==> config.mk <==
export PLATFORM = sky130hd
export DESIGN_NAME = store_merge_unit
export DESIGN_NICKNAME = d
export VERILOG_FILES = /design/src/rtl/store_merge_unit_pkg.sv /design/src/rtl/store_merge_unit_lane_merge.sv /design/src/rtl/store_merge_unit.sv
export SDC_FILE = /design/constraint.sdc
export NUM_CORES = 1
export LEC_CHECK = 0
export CAP_MARGIN = 20
export CORE_ASPECT_RATIO = 2
export CORE_MARGIN = 4
export CORE_UTILIZATION = 33
export DETAILED_ROUTE_END_ITERATION = 6
export SLEW_MARGIN = 20
export SYNTH_ARGS = -nofsm -noshare
export SYNTH_HDL_FRONTEND = slang
export SYNTH_SLANG_ARGS = --single-unit
==> constraint.sdc <==
create_clock -name clk -period 3.6 [get_ports clk]
set_clock_uncertainty 0.05 [all_clocks]
set_input_delay 0.54 -clock clk [delete_from_list [all_inputs] [get_ports clk]]
set_output_delay 0.54 -clock clk [all_outputs]
set_load 0.01 [all_outputs]
==> src/rtl/store_merge_unit_pkg.sv <==
// Shared definitions for the store path: memory access-size codes, the
// store FSM state encoding and the alignment rule used at accept time.
package store_merge_unit_pkg;

  // Access-size codes carried on st_size.
  typedef enum logic [1:0] {
    MEM_SIZE_BYTE = 2'b00,
    MEM_SIZE_HALF = 2'b01,
    MEM_SIZE_WORD = 2'b10,
    MEM_SIZE_ILL  = 2'b11
  } mem_size_e;

  // Store FSM states.
  typedef enum logic [2:0] {
    S_IDLE  = 3'd0,
    S_READ  = 3'd1,
    S_WAIT  = 3'd2,
    S_WRITE = 3'd3,
    S_ERR   = 3'd4
  } state_e;

  // True when a request must be rejected: illegal size, or the byte offset
  // does not sit on the natural boundary of the access size.
  function automatic logic is_misaligned(input mem_size_e size, input logic [1:0] offset);
    logic bad;
    case (size)
      MEM_SIZE_BYTE: bad = 1'b0;
      MEM_SIZE_HALF: bad = offset[0];
      MEM_SIZE_WORD: bad = (offset != 2'b00);
      default:       bad = 1'b1;
    endcase
    return bad;
  endfunction

endpackage

==> src/rtl/store_merge_unit_lane_merge.sv <==
// store_lane_merge: combinational little-endian lane insert.
// Places the low byte/half of data into the lane selected by offset and keeps
// the remaining lanes of old_word; a word access replaces the whole word.
// Ports:
//   old_word  in   32  word currently held in memory
//   data      in   32  register value being stored
//   size      in   2   access size (byte/half/word/illegal)
//   offset    in   2   byte address bits [1:0]
//   merged    out  32  word to write back
module store_lane_merge
  import store_merge_unit_pkg::*;
(
  input  logic [31:0] old_word,
  input  logic [31:0] data,
  input  mem_size_e   size,
  input  logic [1:0]  offset,
  output logic [31:0] merged
);

  // NOTE: every output of a combinational block gets a default on entry so
  // no path through the case leaves it unassigned (which would infer a latch).
  always_comb begin
    merged = old_word;
    case (size)
      MEM_SIZE_BYTE: merged[{offset, 3'b000} +: 8]     = data[7:0];
      MEM_SIZE_HALF: merged[{offset[1], 4'b0000} +: 16] = data[15:0];
      MEM_SIZE_WORD: merged = data;
      default:       merged = old_word;
    endcase
  end

endmodule

==> src/rtl/store_merge_unit.sv <==
// store_merge_unit: store path for sb/sh/sw between the MEM stage and a
// word-addressed, synchronously read data memory. Word stores write directly;
// byte/half stores read the target word, merge the new lane and write back.
// Illegal or misaligned requests are rejected with a one-cycle pulse.
// Ports:
//   clk, rst       clock, asynchronous active-high reset
//   st_valid/ready request handshake (ready only in IDLE)
//   st_size/addr/data  request: size code, byte address, register value
//   mem_addr       word address, registered at accept
//   mem_rd_en      read strobe (data returns next cycle on mem_rd_data)
//   mem_rd_data    synchronous read data
//   mem_wr_en      one-cycle write strobe with mem_wr_data
//   done           one-cycle pulse with the write
//   misaligned     one-cycle pulse for a rejected request
module store_merge_unit
  import store_merge_unit_pkg::*;
#(
  parameter int N      = 32,
  parameter int MEM_AW = 30
) (
  input  logic              clk,
  input  logic              rst,
  input  logic              st_valid,
  output logic              st_ready,
  input  logic [1:0]        st_size,
  input  logic [31:0]       st_addr,
  input  logic [N-1:0]      st_data,
  output logic [MEM_AW-1:0] mem_addr,
  output logic              mem_rd_en,
  input  logic [N-1:0]      mem_rd_data,
  output logic              mem_wr_en,
  output logic [N-1:0]      mem_wr_data,
  output logic              done,
  output logic              misaligned
);

  state_e      state;
  mem_size_e   size_q;
  logic [1:0]  offset_q;
  logic [N-1:0] data_q;

  mem_size_e   req_size;
  mem_size_e   sel_size;
  logic [1:0]  sel_offset;
  logic [N-1:0] sel_data;
  logic [N-1:0] merged;

  assign req_size = mem_size_e'(st_size);

  // One merger serves both paths: in IDLE it sees the incoming request (a
  // word store ignores old_word), afterwards the latched request together
  // with the word returned by the memory read.
  assign sel_size   = (state == S_IDLE) ? req_size     : size_q;
  assign sel_offset = (state == S_IDLE) ? st_addr[1:0] : offset_q;
  assign sel_data   = (state == S_IDLE) ? st_data      : data_q;

  store_lane_merge u_lane_merge (
    .old_word (mem_rd_data),
    .data     (sel_data),
    .size     (sel_size),
    .offset   (sel_offset),
    .merged   (merged)
  );

  // Address bits above the memory's reach are intentionally dropped.
  if (MEM_AW < 30) begin : g_unused_addr
    logic unused_addr_bits;
    assign unused_addr_bits = ^st_addr[31:MEM_AW+2];
  end

  // All outputs are registered: each is set on the edge that enters the
  // state in which it must be visible, and strobes default low every cycle.
  // NOTE: sequential state uses non-blocking assignments so every register
  // samples pre-edge values regardless of statement order.
  always_ff @(posedge clk or posedge rst) begin
    if (rst) begin
      state       <= S_IDLE;
      st_ready    <= 1'b1;
      size_q      <= MEM_SIZE_BYTE;
      offset_q    <= 2'b00;
      data_q      <= '0;
      mem_addr    <= '0;
      mem_rd_en   <= 1'b0;
      mem_wr_en   <= 1'b0;
      mem_wr_data <= '0;
      done        <= 1'b0;
      misaligned  <= 1'b0;
    end else begin
      mem_rd_en  <= 1'b0;
      mem_wr_en  <= 1'b0;
      done       <= 1'b0;
      misaligned <= 1'b0;

      case (state)
        S_IDLE: begin
          if (st_valid) begin
            size_q   <= req_size;
            offset_q <= st_addr[1:0];
            data_q   <= st_data;
            mem_addr <= st_addr[MEM_AW+1:2];
            st_ready <= 1'b0;
            if (is_misaligned(req_size, st_addr[1:0])) begin
              state      <= S_ERR;
              misaligned <= 1'b1;
            end else if (req_size == MEM_SIZE_WORD) begin
              state       <= S_WRITE;
              mem_wr_en   <= 1'b1;
              done        <= 1'b1;
              mem_wr_data <= merged;
            end else begin
              state     <= S_READ;
              mem_rd_en <= 1'b1;
            end
          end
        end
        S_READ: begin
          state <= S_WAIT;
        end
        S_WAIT: begin
          // Read data is valid now; the merged word is captured straight
          // into the write-data register so the write issues next cycle.
          state       <= S_WRITE;
          mem_wr_data <= merged;
          mem_wr_en   <= 1'b1;
          done        <= 1'b1;
        end
        S_WRITE, S_ERR: begin
          state    <= S_IDLE;
          st_ready <= 1'b1;
        end
        default: begin
          state    <= S_IDLE;
          st_ready <= 1'b1;
        end
      endcase
    end
  end

endmodule

# Yosys cells after proc, flatten, opt, wreduce, memory -nomap -nowiden
# Cells that the tools add are included.
[word_totals]
reg_bits = 105
in_bits = 101
output_inout_bits = 67
wordCells = 65
[classes]
addsub = 2
eq_ne = 9
shift = 4
mux = 30
bitwise = 1
reduce_logical = 9
[ops]
columns = ["cell", "count"]
rows = [
  ["2-to-1 mux 32 bit", 4],
  ["case mux 32 bit (3 select lines)", 1],
  ["bitwise mux 32 bit", 2],
  ["case mux 32 bit (2 select lines)", 1],
  ["variable shift 16 x 7 -> 32 bit (first input constant)", 1],
  ["variable shift 8 x 7 -> 32 bit (first input constant)", 1],
  ["variable part select 16 x 7 -> 32 bit", 1],
  ["variable part select 8 x 7 -> 32 bit", 1],
  ["negation 5 -> 7 bit", 2],
  ["2-to-1 mux 1 bit", 13],
  ["case mux 3 bit (3 select lines)", 1],
  ["2-to-1 mux 2 bit", 3],
  ["2-to-1 mux 3 bit", 2],
  ["equality test 2 x 1 -> 1 bit (second input constant)", 2],
  ["equality test 2 bit (second input constant)", 2],
  ["zero test 2 bit", 2],
  ["inequality test 2 bit (second input constant)", 2],
  ["case mux 1 bit (2 select lines)", 2],
  ["AND reduction 2 bit", 2],
  ["AND reduction 4 bit", 1],
  ["nonzero test 2 bit", 2],
  ["equality test 3 x 1 -> 1 bit (second input constant)", 1],
  ["equality test 3 x 2 -> 1 bit (second input constant)", 1],
  ["zero test 3 bit", 1],
  ["4 further kinds", 4],
]

# Depth between registers and ports, before layout
# Gate-level depths: netlist of the first run.
[depth]
ltp_word = 10
ltp_mapped = 10
ltp_nobuf = 8

# Modules after synthesis
# From an unflattened synthesis of the first run, not the netlist that was laid out.
[unflattened]
cells_unflattened = 458
hier_area_um2 = 5731.7
[by_module_without_submodules]
columns = ["mod", "n_inst", "cells_each", "area_per_inst_um2", "seq_area_each_um2"]
rows = [
  ["store_merge_unit", 1, 276, 4456.8, 2628.8],
  ["store_lane_merge", 1, 182, 1275.0, 0.0],
]

# Worst setup path before layout of the first run
# Ideal clock, no wire load.
[synth_path]
kind = "reg2reg"
start = "register state[0]"
end = "register mem_wr_data[17]"
setup_time_ps = 83
arrival_ps = 2507
required_ps = 3467
setup_slack_ps = 960
path_stages_with_launch = 11
n_path_buf = 3
period_less_slack_ps = 2640
cell_sequence = "dfrtp_1 -> buf_6 -> nor3_4 -> buf_2 -> mux2i_1 -> inv_1 -> ha_1 -> nor4bb_1 -> clkbuf_1 -> a221oi_1 -> o21ai_0"
[synth_via]
elab_chain_cells = 10
elab_cells_between_ends = 26
classes_between = "add/sub (2); eq/ne (6); shift (4); mux (10); reduce/logical (4)"
[synth_lines]
columns = ["element", "line_no", "rtl"]
rows = [
  ["start: declaration", "store_merge_unit.sv:37", "state_e state;"],
  ["start signal: assignment", "store_merge_unit.sv:77", "state <= S_IDLE;"],
  ["start signal: assignment", "store_merge_unit.sv:103", "state <= S_ERR;"],
  ["start signal: assignment", "store_merge_unit.sv:106", "state <= S_WRITE;"],
  ["zero test 3 bit", "-", ""],
  ["2-to-1 mux 2 bit", "store_merge_unit.sv:54", "assign sel_offset = (state == S_IDLE) ? st_addr[1:0] : offset_q;"],
  ["negation 5 -> 7 bit (on tied branches)", "store_merge_unit_lane_merge.sv:26, store_merge_unit_lane_merge.sv:25", ""],
  ["variable part select 16 x 7 -> 32 bit, or another cell as far along", "store_merge_unit_lane_merge.sv:26", "MEM_SIZE_HALF: merged[{offset[1], 4'b0000} +: 16] = data[15:0];"],
  ["bitwise mux 32 bit (on tied branches)", "store_merge_unit_lane_merge.sv:26, store_merge_unit_lane_merge.sv:25", ""],
  ["case mux 32 bit (3 select lines)", "store_merge_unit_lane_merge.sv:24", "case (size)"],
  ["2-to-1 mux 32 bit", "store_merge_unit.sv:105", "end else if (req_size == MEM_SIZE_WORD) begin"],
  ["2-to-1 mux 32 bit", "store_merge_unit.sv:102", "if (is_misaligned(req_size, st_addr[1:0])) begin"],
  ["2-to-1 mux 32 bit", "store_merge_unit.sv:96", "if (st_valid) begin"],
  ["case mux 32 bit (2 select lines)", "store_merge_unit.sv:94", "case (state)"],
  ["end signal: assignment", "store_merge_unit.sv:109", "mem_wr_data <= merged;"],
  ["end signal: assignment", "store_merge_unit.sv:123", "mem_wr_data <= merged;"],
  ["end: declaration", "store_merge_unit.sv:32", "output logic [N-1:0] mem_wr_data,"],
]
# Several ways; a longest one is shown, not always the timed one. The select of a mux whose other input is x is not followed.
# A chain may end at the register's enable or synchronous reset.

# Final worst setup path of the first run
[layout_path]
start = "register state[0]"
end = "register mem_wr_data[8]"
# Same word-level chain as after synthesis.

==> results of run 1 <==
-- metal layers --
metal / wire length (um) / share of wire (%)
met5: 0 / 0
met2: 9610 / 54
met3: 843 / 4.7
met1: 6460 / 36
met4: 874 / 4.9
-- synthesized netlist by cell type, types with 2 or more instances --
cell type and n:
a211oi_1 8, a21oi_1 29, a221oi_1 15, a222oi_1 4, a22oi_1 8, and3b_1 2
buf_1 6, buf_2 14, buf_4 2, clkbuf_1 26, dfrtp_1 104, ha_1 3
inv_1 8, mux2_2 2, mux2i_1 19, nand2_1 228, nand2b_1 3, nand3_1 33
nand4b_1 4, nor2_1 23, nor2b_1 3, nor3_1 3, nor3b_1 4, o211ai_1 13
o21ai_0 27, o21ai_1 4, o221ai_2 2, or3_1 2
-- worst max-delay path, cell delays in order, from the launching register on --
cell      delay [ps]
dfrtp_1          500
nor3_4           390
mux2i_1          460
inv_1             90
ha_1             360
nor3b_2          520
a222oi_1         150
o21ai_1          170
-- registers in the layout, summed over array words and instances (netlist names) --
register and flops:
mem_wr_data 32, st_ready 1, offset_q 2, misaligned 1, mem_rd_en 1, state 3, data_q 32, size_q 2
done 1, mem_addr 30
-- power breakdown --
group	internal [mW]	switching, mW	leakage, nW
logic	1.54	1.93	1.86
clock network	0.547	0.430	0.144
registers	1.73	0.380	1.31
total	3.82	2.74	3.32
-- cells by family after synthesis --
group | synth area share, %
AND/OR/NAND/NOR | 24.9
AO/OA/AOI/OAI | 15.4
flip-flops | 49.8
buffers and inverters | 4.74
multiplexers | 4.45
adder cells (fa/ha/maj) | 0.711
-- final timing paths --
kind | slack, ps | from | endpoint
min in group asynchronous | 570 | rst | mem_addr[20]
worst max register to register | 840 | state[0] | mem_wr_data[8]
worst max-delay path | 840 | state[0] | mem_wr_data[8]
worst min register to register | 420 | data_q[29] | data_q[29]
worst min-delay path | 420 | data_q[29] | data_q[29]
max in group asynchronous | 2140 | rst | st_ready
-- per-stage QoR --
| stage | instances | utilization [%] |
|---|---|---|
| after floorplan | 620 | - |
| after global placement | 960 | 45.5 |
| after detailed placement | 960 | 45.5 |
| after CTS | 974 | 47.3 |
| after global routing | 974 | 47.3 |
| final | 974 | 47.3 |
-- layout by cell type, fill, tap and decap left out, drive strengths merged, types with 2 or more instances in the layout --
| master | netlist | final |
|---|---|---|
| a211oi | 8 | 8 |
| a21oi | 29 | 29 |
| a221oi | 15 | 15 |
| a222oi | 4 | 4 |
| a22oi | 8 | 8 |
| and3b | 2 | 2 |
| buf | 23 | 21 |
| clkbuf | 26 | 10 |
| clkdlybuf4s50 | 0 | 167 |
| clkinv | 1 | 4 |
| dfrtp | 104 | 104 |
| ha | 3 | 3 |
| inv | 8 | 8 |
| mux2 | 2 | 2 |
| mux2i | 20 | 20 |
| nand2 | 228 | 228 |
| nand2b | 3 | 3 |
| nand3 | 33 | 33 |
| nand4b | 4 | 4 |
| nor2 | 23 | 23 |
| nor2b | 3 | 3 |
| nor3 | 4 | 4 |
| nor3b | 5 | 5 |
| o211ai | 13 | 13 |
| o21ai | 31 | 31 |
| o221ai | 2 | 2 |
| or3 | 2 | 2 |
-- final cells by class --
| type | instances | area share [%] |
|---|---|---|
| Sequential cell | 105 | 35.2 |
| Multi-Input combinational cell | 457 | 32.2 |
| Timing Repair Buffer | 188 | 24.9 |
| Tap cell | 201 | 3.37 |
| Clock buffer | 10 | 3.20 |
| Clock inverter | 4 | 0.604 |
| Inverter | 9 | 0.486 |
==> impl_metrics.ini, run 1 <==
[placed_design]
io_buffer_count = 167
dp_hpwl_um = 13600
preCtsSetupSlack_ps = 546
dpl_cell_area_mm2 = 0.00718
gp_congestion = 0.955

[global_routing]
grt_pass1_vias = 5183
grt_pass1_wl_um = 27700
use_met3_pct = 3.70
grt_use_met1_pct = 20.2
grt_max_degree = 62
busiest_layer = met2
use_met2_pct = 35.2
grt-ovfl-total = 0
antenna_found_initial = 0
grt_usage_pct = 19.2

[synth]
yosys.area.top_type = dfrtp_1
synth-async-reset-ratio_pct = 100
ys_top_cells_by_area = dfrtp_1, nand2_1, mux2i_1
yosysSeqAreaShare_pct = 49.8
synth_edf_count = 0
synth_seq_cells = 105
synth.avg_cell_area_um2 = 8.52
synth_top_area_share_pct = 49.3
yosys.cell_types.count = 49
syn_area_mm2 = 0.00528
synth_ff_type = dfrtp_1
syn_nets = 724
ys.warnings.count = 0
netlist_instances = 620

[sta]
worst_slack_ps = 835
rsz0062_at_grt = false
tns_ps = 0
finalCriticalPeriod_ps = 2760
hold_viol_final = 0
final_min_period_over_clock_period_pct = 76.8
hold_slack_ps = 419
max_slew.worst_pin.slew_ps = 862
slew_viol_final = 0
final-setup-viol-count = 0
slew_headroom_pct = 42.5
timing.fmax_mhz = 362

[drt]
drt_iter0_markers = 362
vias = 5019
vias_per_cell = 5.15
drc_errors = 0
dr.pass1.iters = 5
wirelength_um = 17800
antenna_left = 0
post_drt_wl_per_cell_um = 18.3

[critical_path]
arrival_ps = 2990
cp-end-kind = register
critPathKind = reg2reg
cp-start-kind = register
critical_path_peak_fanout = 9
required_ps = 3830
rr_worst_depth = 7

[finish]
syn_to_final_growth_pct = 41.3
design_area_mm2 = 0.00746
antenna_cells = 0
fillCellCount = 1537
drive_gt1_share_pct = 6.08
seqCellArea_mm2 = 0.00263
fin_nets = 874
multiInputGateArea_mm2 = 0.00241

[clock_tree]
ctsHoldBuffers = 0
root_buffer = clkbuf_16
clk-insertion-delay-late_ps = 360
clock_sinks = 105
postCtsSetupBuffers = 0
path_clk_slew_ps = 70
clk_path_buf_depth = 2
cts_buffers = 9
tritoncts = done
cts_max_level = 3
cts_resized = 0

[floorplan]
die_x_um = 97.5
fp.coreArea_mm2 = 0.0158
rows = 65
die-area_mm2 = 0.0182
io-pin-count = 168
die_y_um = 187
floorplan.initialDensity_pct = 33.5

[min_path]
hold_depth = 2
holdCritPathClass = reg2reg

[power_and_ir_drop]
vdd_drop_max_mv = 0.295
finalPower_mw = 6.57
p_leak_nw = 3.32
power.density_mw_per_mm2 = 880

[status]
outcome = finished, final reports clean

[job]
drv_cap = 0
(Power assumes the default switching activity.)
==> run 2, diff against run 1 <==
==> constraint.sdc (replaced) <==
create_clock -name clk -period 2.85 [get_ports clk]
set_clock_uncertainty 0.05 [all_clocks]
set_input_delay 0.4275 -clock clk [delete_from_list [all_inputs] [get_ports clk]]
set_output_delay 0.4275 -clock clk [all_outputs]
set_load 0.01 [all_outputs]
==> run 2 against run 1 <==
  * Total power grew 32%
  * Combinational power grew 34%
  * Clock power up 45%
  * Sequential share of layout area decreased by 0.85 points
==> impl_metrics.ini, run 2 (synthesis results as in run 1) <==
[global_routing]
grt-ovfl-total = 0
grt_usage_pct = 19.7
grt_pass1_wl_um = 28600
grt_max_degree = 61
antenna_found_initial = 0
grt_pass1_vias = 5249

[critical_path]
critPathKind = reg2reg
required_ps = 3050
path_cells = nor3_4 > mux2i_1 > inv_1 > ha_1 > inv_1 > o41ai_1 > a221oi_1 > o31ai_1
crit_family = compound AO/OA/AOI/OAI gates
worstReg2RegStart = state[1]
startpoint = state[1]
slowest_stage = dfrtp_1
critPathMaxStageDelay_ps = 480
path_buf_inv = 2
critical_path_peak_fanout = 8
cp-start-kind = register
crit_top_cell = inv_1
arrival_ps = 2820
cp-end-kind = register

[power_and_ir_drop]
clkPwrFrac_pct = 16.4
power.density_mw_per_mm2 = 1130
p_leak_nw = 3.41
p_switching_mw = 3.55
combPwrFrac_pct = 53.8
p_int_mw = 5.13
switching_share_pct = 40.9
p_seq_share_pct = 29.8
vdd_drop_max_mv = 0.491
finalPower_mw = 8.68

[clock_tree]
clock_sinks = 105
path_clk_slew_ps = 70
tritoncts = done
clk_path_buf_depth = 2
root_buffer = clkbuf_16
cts_buffers = 9
clk-insertion-delay-late_ps = 350
cts_max_level = 3

[floorplan]
fp.coreArea_mm2 = 0.0158
die_y_um = 187
io-pin-count = 168
die_x_um = 97.5
floorplan.initialDensity_pct = 33.5
die-area_mm2 = 0.0182
rows = 65

[drt]
drt_iter0_markers = 322
drc_errors = 0
antenna_left = 0
post_drt_wl_per_cell_um = 18.3
dr.pass1.iters = 5
vias = 5074
vias_per_cell = 5.13
wirelength_um = 18100

[finish]
final_cells = 990
final_common_cell = nand2_1
syn_to_final_growth_pct = 44.8
reg.largest.list = data_q (32), mem_wr_data (32), mem_addr (30)
antenna_cells = 0
fin_nets = 888
final_cell_mix = nand2_1, clkdlybuf4s50_1, dfrtp_1
drive_gt1_share_pct = 8.11

[sta]
slew_viol_final = 0
max_slew.worst_pin.slew_ps = 701
hold_viol_final = 0
timing.fmax_mhz = 382
finalCriticalPeriod_ps = 2620
rsz0062_at_grt = false
slew_headroom_pct = 53.0
tns_ps = 0
worst_slack_ps = 231
final-setup-viol-count = 0
final_min_period_over_clock_period_pct = 91.9

[job]
drv_cap = 0

[placed_design]
preCtsSetupSlack_ps = 189
gp_congestion = 0.905
place_inst = 974
dp_hpwl_um = 14000
io_buffer_count = 167

[status]
outcome = finished, final reports clean

[min_path]
holdCritPathClass = in2async
[run 2: layout make-up]
cell class,instances,area (um^2)
Fill cell,1542,8130
Sequential cell,105,2630
Multi-Input combinational cell,457,2410
Timing Repair Buffer,202,1970
Tap cell,201,251
Clock buffer,10,229
Clock inverter,6,115
Inverter,9,37.5
[run 2: repair_timing]
action                                  4_1_cts  5_1_grt
setup buffers                                 0        0
hold buffers                                  0        0
endpoints found under the setup margin        0        5
resized for setup                             0        1
[run 2: metrics by stage]
stage	utilization [%]	instance area [um^2]	hold slack (ps)
floorplan	-	5290	390
global placement	46.2	7300	405
detailed placement	46.3	7300	412
CTS	48.4	7640	408
global route	48.5	7650	439
finish	48.5	7650	407
[run 2: final timing paths]
path / endpoint / slack [ps] / depth (start not counted)
max: mem_wr_data[29] / 230 / 8
min: mem_wr_data[14] / 410 / 2
max reg2reg: mem_wr_data[29] / 230 / 8
min reg2reg: mem_addr[5] / 430 / 2
max in group asynchronous: data_q[7] / 1590 / 3
min in group clk: mem_addr[5] / 430 / 2
[run 2: metal layers]
layer	GRT usage, %	part of all wire, %	up-vias
met5	0	0	-
met4	12.2	6.6	0
met3	3.02	4.4	42
met2	35.4	52	176
met1	21.3	37	2409
li1	-	-	2447
[run 2: worst reg2reg max path, cell delays in order, from the launching register on]
cell      delay (ps)
dfrtp_1          480
nor3_4           410
mux2i_1          280
inv_1             70
ha_1             360
inv_1             90
o41ai_1          390
a221oi_1         170
o31ai_1          220
[run 2: power by group through the flow]
stage	combinational, mW	sequential [mW]	clock, mW
6_report	4.66	2.59	1.42
2_1_floorplan	2.41	2.73	0
3_3_place_gp	4.62	2.58	0
5_1_grt	5.09	2.67	1.52
3_5_place_dp	4.69	2.61	0
4_1_cts	4.70	2.59	1.46
==> run 3, diff against run 2 <==
--- a/config.mk
+++ b/config.mk
@@ -7,9 +7,11 @@
 export LEC_CHECK = 0
 export CAP_MARGIN = 20
 export CORE_ASPECT_RATIO = 2
-export CORE_MARGIN = 4
-export CORE_UTILIZATION = 33
+export CORE_MARGIN = 1
+export CORE_UTILIZATION = 46
 export DETAILED_ROUTE_END_ITERATION = 6
+export GPL_ROUTABILITY_DRIVEN = 0
+export PLACE_DENSITY = 0.8
 export SLEW_MARGIN = 20
 export SYNTH_ARGS = -nofsm -noshare
 export SYNTH_HDL_FRONTEND = slang
==> run 3 against run 2 <==
  * Cell count fell by 6.8%
  * Clock power fell by 11%
  * Maximum frequency down 0.16%
  * Sequential share of layout area rose by 0.77 points
  * Worst setup slack worse by 4.2 ps
  * Worst hold slack got worse by 46 ps
  * Total power down 2.8%
  * Count of clock-buffer cells in the layout decreased by 1
  * Die area shrank 34%
  * Critical endpoint is now mem_wr_data[21]
==> impl_metrics.ini, run 3 (synthesis results as in run 1) <==
[status]
outcome = finished, final reports clean

[critical_path]
path_cells = nor3_4 > mux2i_1 > buf_4 > ha_1 > nor2_1 > a221oi_1 > o21ai_0
cp-endpoint = mem_wr_data[21]
r2r_slack_ps = 230
r2r-end = mem_wr_data[21]
critPathMaxStageDelay_ps = 480
cp-end-kind = register
startpoint = state[0]
arrival_ps = 2790
rr_worst_depth = 7
required_ps = 3020
worstReg2RegStart = state[0]
critical_path_peak_fanout = 9
cp-start-kind = register
critPathKind = reg2reg
slowest_stage = dfrtp_1

[clock_tree]
clk_path_buf_depth = 2
cts_max_level = 3
clock_sinks = 105
path_clk_slew_ps = 70
cts_resized = 0
clk-insertion-delay-late_ps = 350
cts_buffers = 9
tritoncts = done
ctsHoldBuffers = 0
root_buffer = clkbuf_16
postCtsSetupBuffers = 0

[power_and_ir_drop]
power.density_mw_per_mm2 = 1130
switching_share_pct = 41.8
clkPwrFrac_pct = 15.1
p_int_mw = 4.91
vdd_drop_max_mv = 0.622
finalPower_mw = 8.43
p_seq_share_pct = 31.4
combPwrFrac_pct = 53.5
p_switching_mw = 3.52
p_leak_nw = 3.35

[sta]
final-setup-viol-count = 0
tns_ps = 0
slew_viol_final = 0
slew_headroom_pct = 44.5
max_slew.worst_pin.slew_ps = 833
finalCriticalPeriod_ps = 2620
final_min_period_over_clock_period_pct = 92.0
timing.fmax_mhz = 381
rsz0062_at_grt = false
worst_slack_ps = 227
hold_viol_final = 0

[finish]
final_cells = 923
final_cell_mix = nand2_1, clkdlybuf4s50_1, dfrtp_1
reg.largest.list = data_q (32), mem_wr_data (32), mem_addr (30)
final_common_cell = nand2_1
drive_gt1_share_pct = 7.30
fin_nets = 880
antenna_cells = 0
syn_to_final_growth_pct = 41.6

[drt]
drt_iter0_markers = 604
antenna_left = 0
vias_per_cell = 5.66
dr.pass1.iters = 5
post_drt_wl_per_cell_um = 17.7
vias = 5220
wirelength_um = 16300
drc_errors = 0

[floorplan]
die_y_um = 154
die_x_um = 77.8
fp.coreArea_mm2 = 0.0112
floorplan.initialDensity_pct = 47.1
io-pin-count = 168
die-area_mm2 = 0.0119
rows = 55

[global_routing]
grt-ovfl-total = 0
antenna_found_initial = 0
grt_max_degree = 67
grt_pass1_vias = 5227
grt_pass1_wl_um = 26200
grt_usage_pct = 28.6

[min_path]
holdCritPathClass = in2async

[placed_design]
preCtsSetupSlack_ps = 90.6
io_buffer_count = 167
dp_hpwl_um = 12200
place_inst = 907

[job]
drv_cap = 0
## run 3: cell count changes in the layout (fill, tap and decap cells not counted)
cell / change
buf_4: -8
clkbuf_1: -1
bufinv_16: -2
inv_8: +2
clkinvlp_4: +1
## run 3: critical path: cells and delay by family, from the launching register on
| family | cells | cell delay (ps) |
|---|---|---|
| and+or+nand+nor | 2 | 620 |
| buffers and inverters | 1 | 180 |
| adders and majority gates | 1 | 370 |
| muxes | 1 | 320 |
| DFF | 1 | 480 |
| AOI/OAI and AO/OA | 2 | 460 |
## run 3: metal layers
layer	vias to the layer above	global-route usage, %	routed length [um]
met5	-	0	0
met2	282	50.4	8630
met3	55	4.75	1080
met1	2455	32.2	5840
met4	0	15.8	789
li1	2428	-	-
## run 3: cell type report
| type | instances | area (um^2) |
|---|---|---|
| clock buffers | 9 | 225 |
| clock inverters | 7 | 85.1 |
| fillers | 881 | 3740 |
| inverters | 9 | 37.5 |
| multi-input cells | 457 | 2410 |
| flip-flops and latches | 105 | 2630 |
| well taps | 142 | 178 |
| repair buffers | 194 | 1910 |
## run 3: per-stage QoR
| stage | utilization, % | hold WS, ps | instance area [um^2] |
|---|---|---|---|
| final | 66.7 | 361 | 7480 |
| after global routing | 66.7 | 382 | 7480 |
| after CTS | 66.6 | 374 | 7470 |
| after detailed placement | 63.8 | 411 | 7160 |
| after global placement | 63.8 | 403 | 7160 |
| after floorplan | - | 390 | 5290 |
## run 3: power groups by stage
stage	Clock (mW)	Sequential [mW]	Combinational, mW
finish	1.27	2.65	4.51
global route	1.37	2.74	4.92
CTS	1.30	2.65	4.45
detailed placement	0	2.67	4.44
global placement	0	2.62	4.27
floorplan	0	2.73	2.41
## run 3: worst min-delay path by stage
stage,from,endpoint,cells after the start,slack [ps]
after floorplan,data_q[29],data_q[29],2,390
after global placement,data_q[29],data_q[29],2,400
after detailed placement,data_q[14],data_q[14],2,410
after CTS,rst,offset_q[0],2,370
after global routing,rst,data_q[31],2,380
final,rst,offset_q[1],2,360
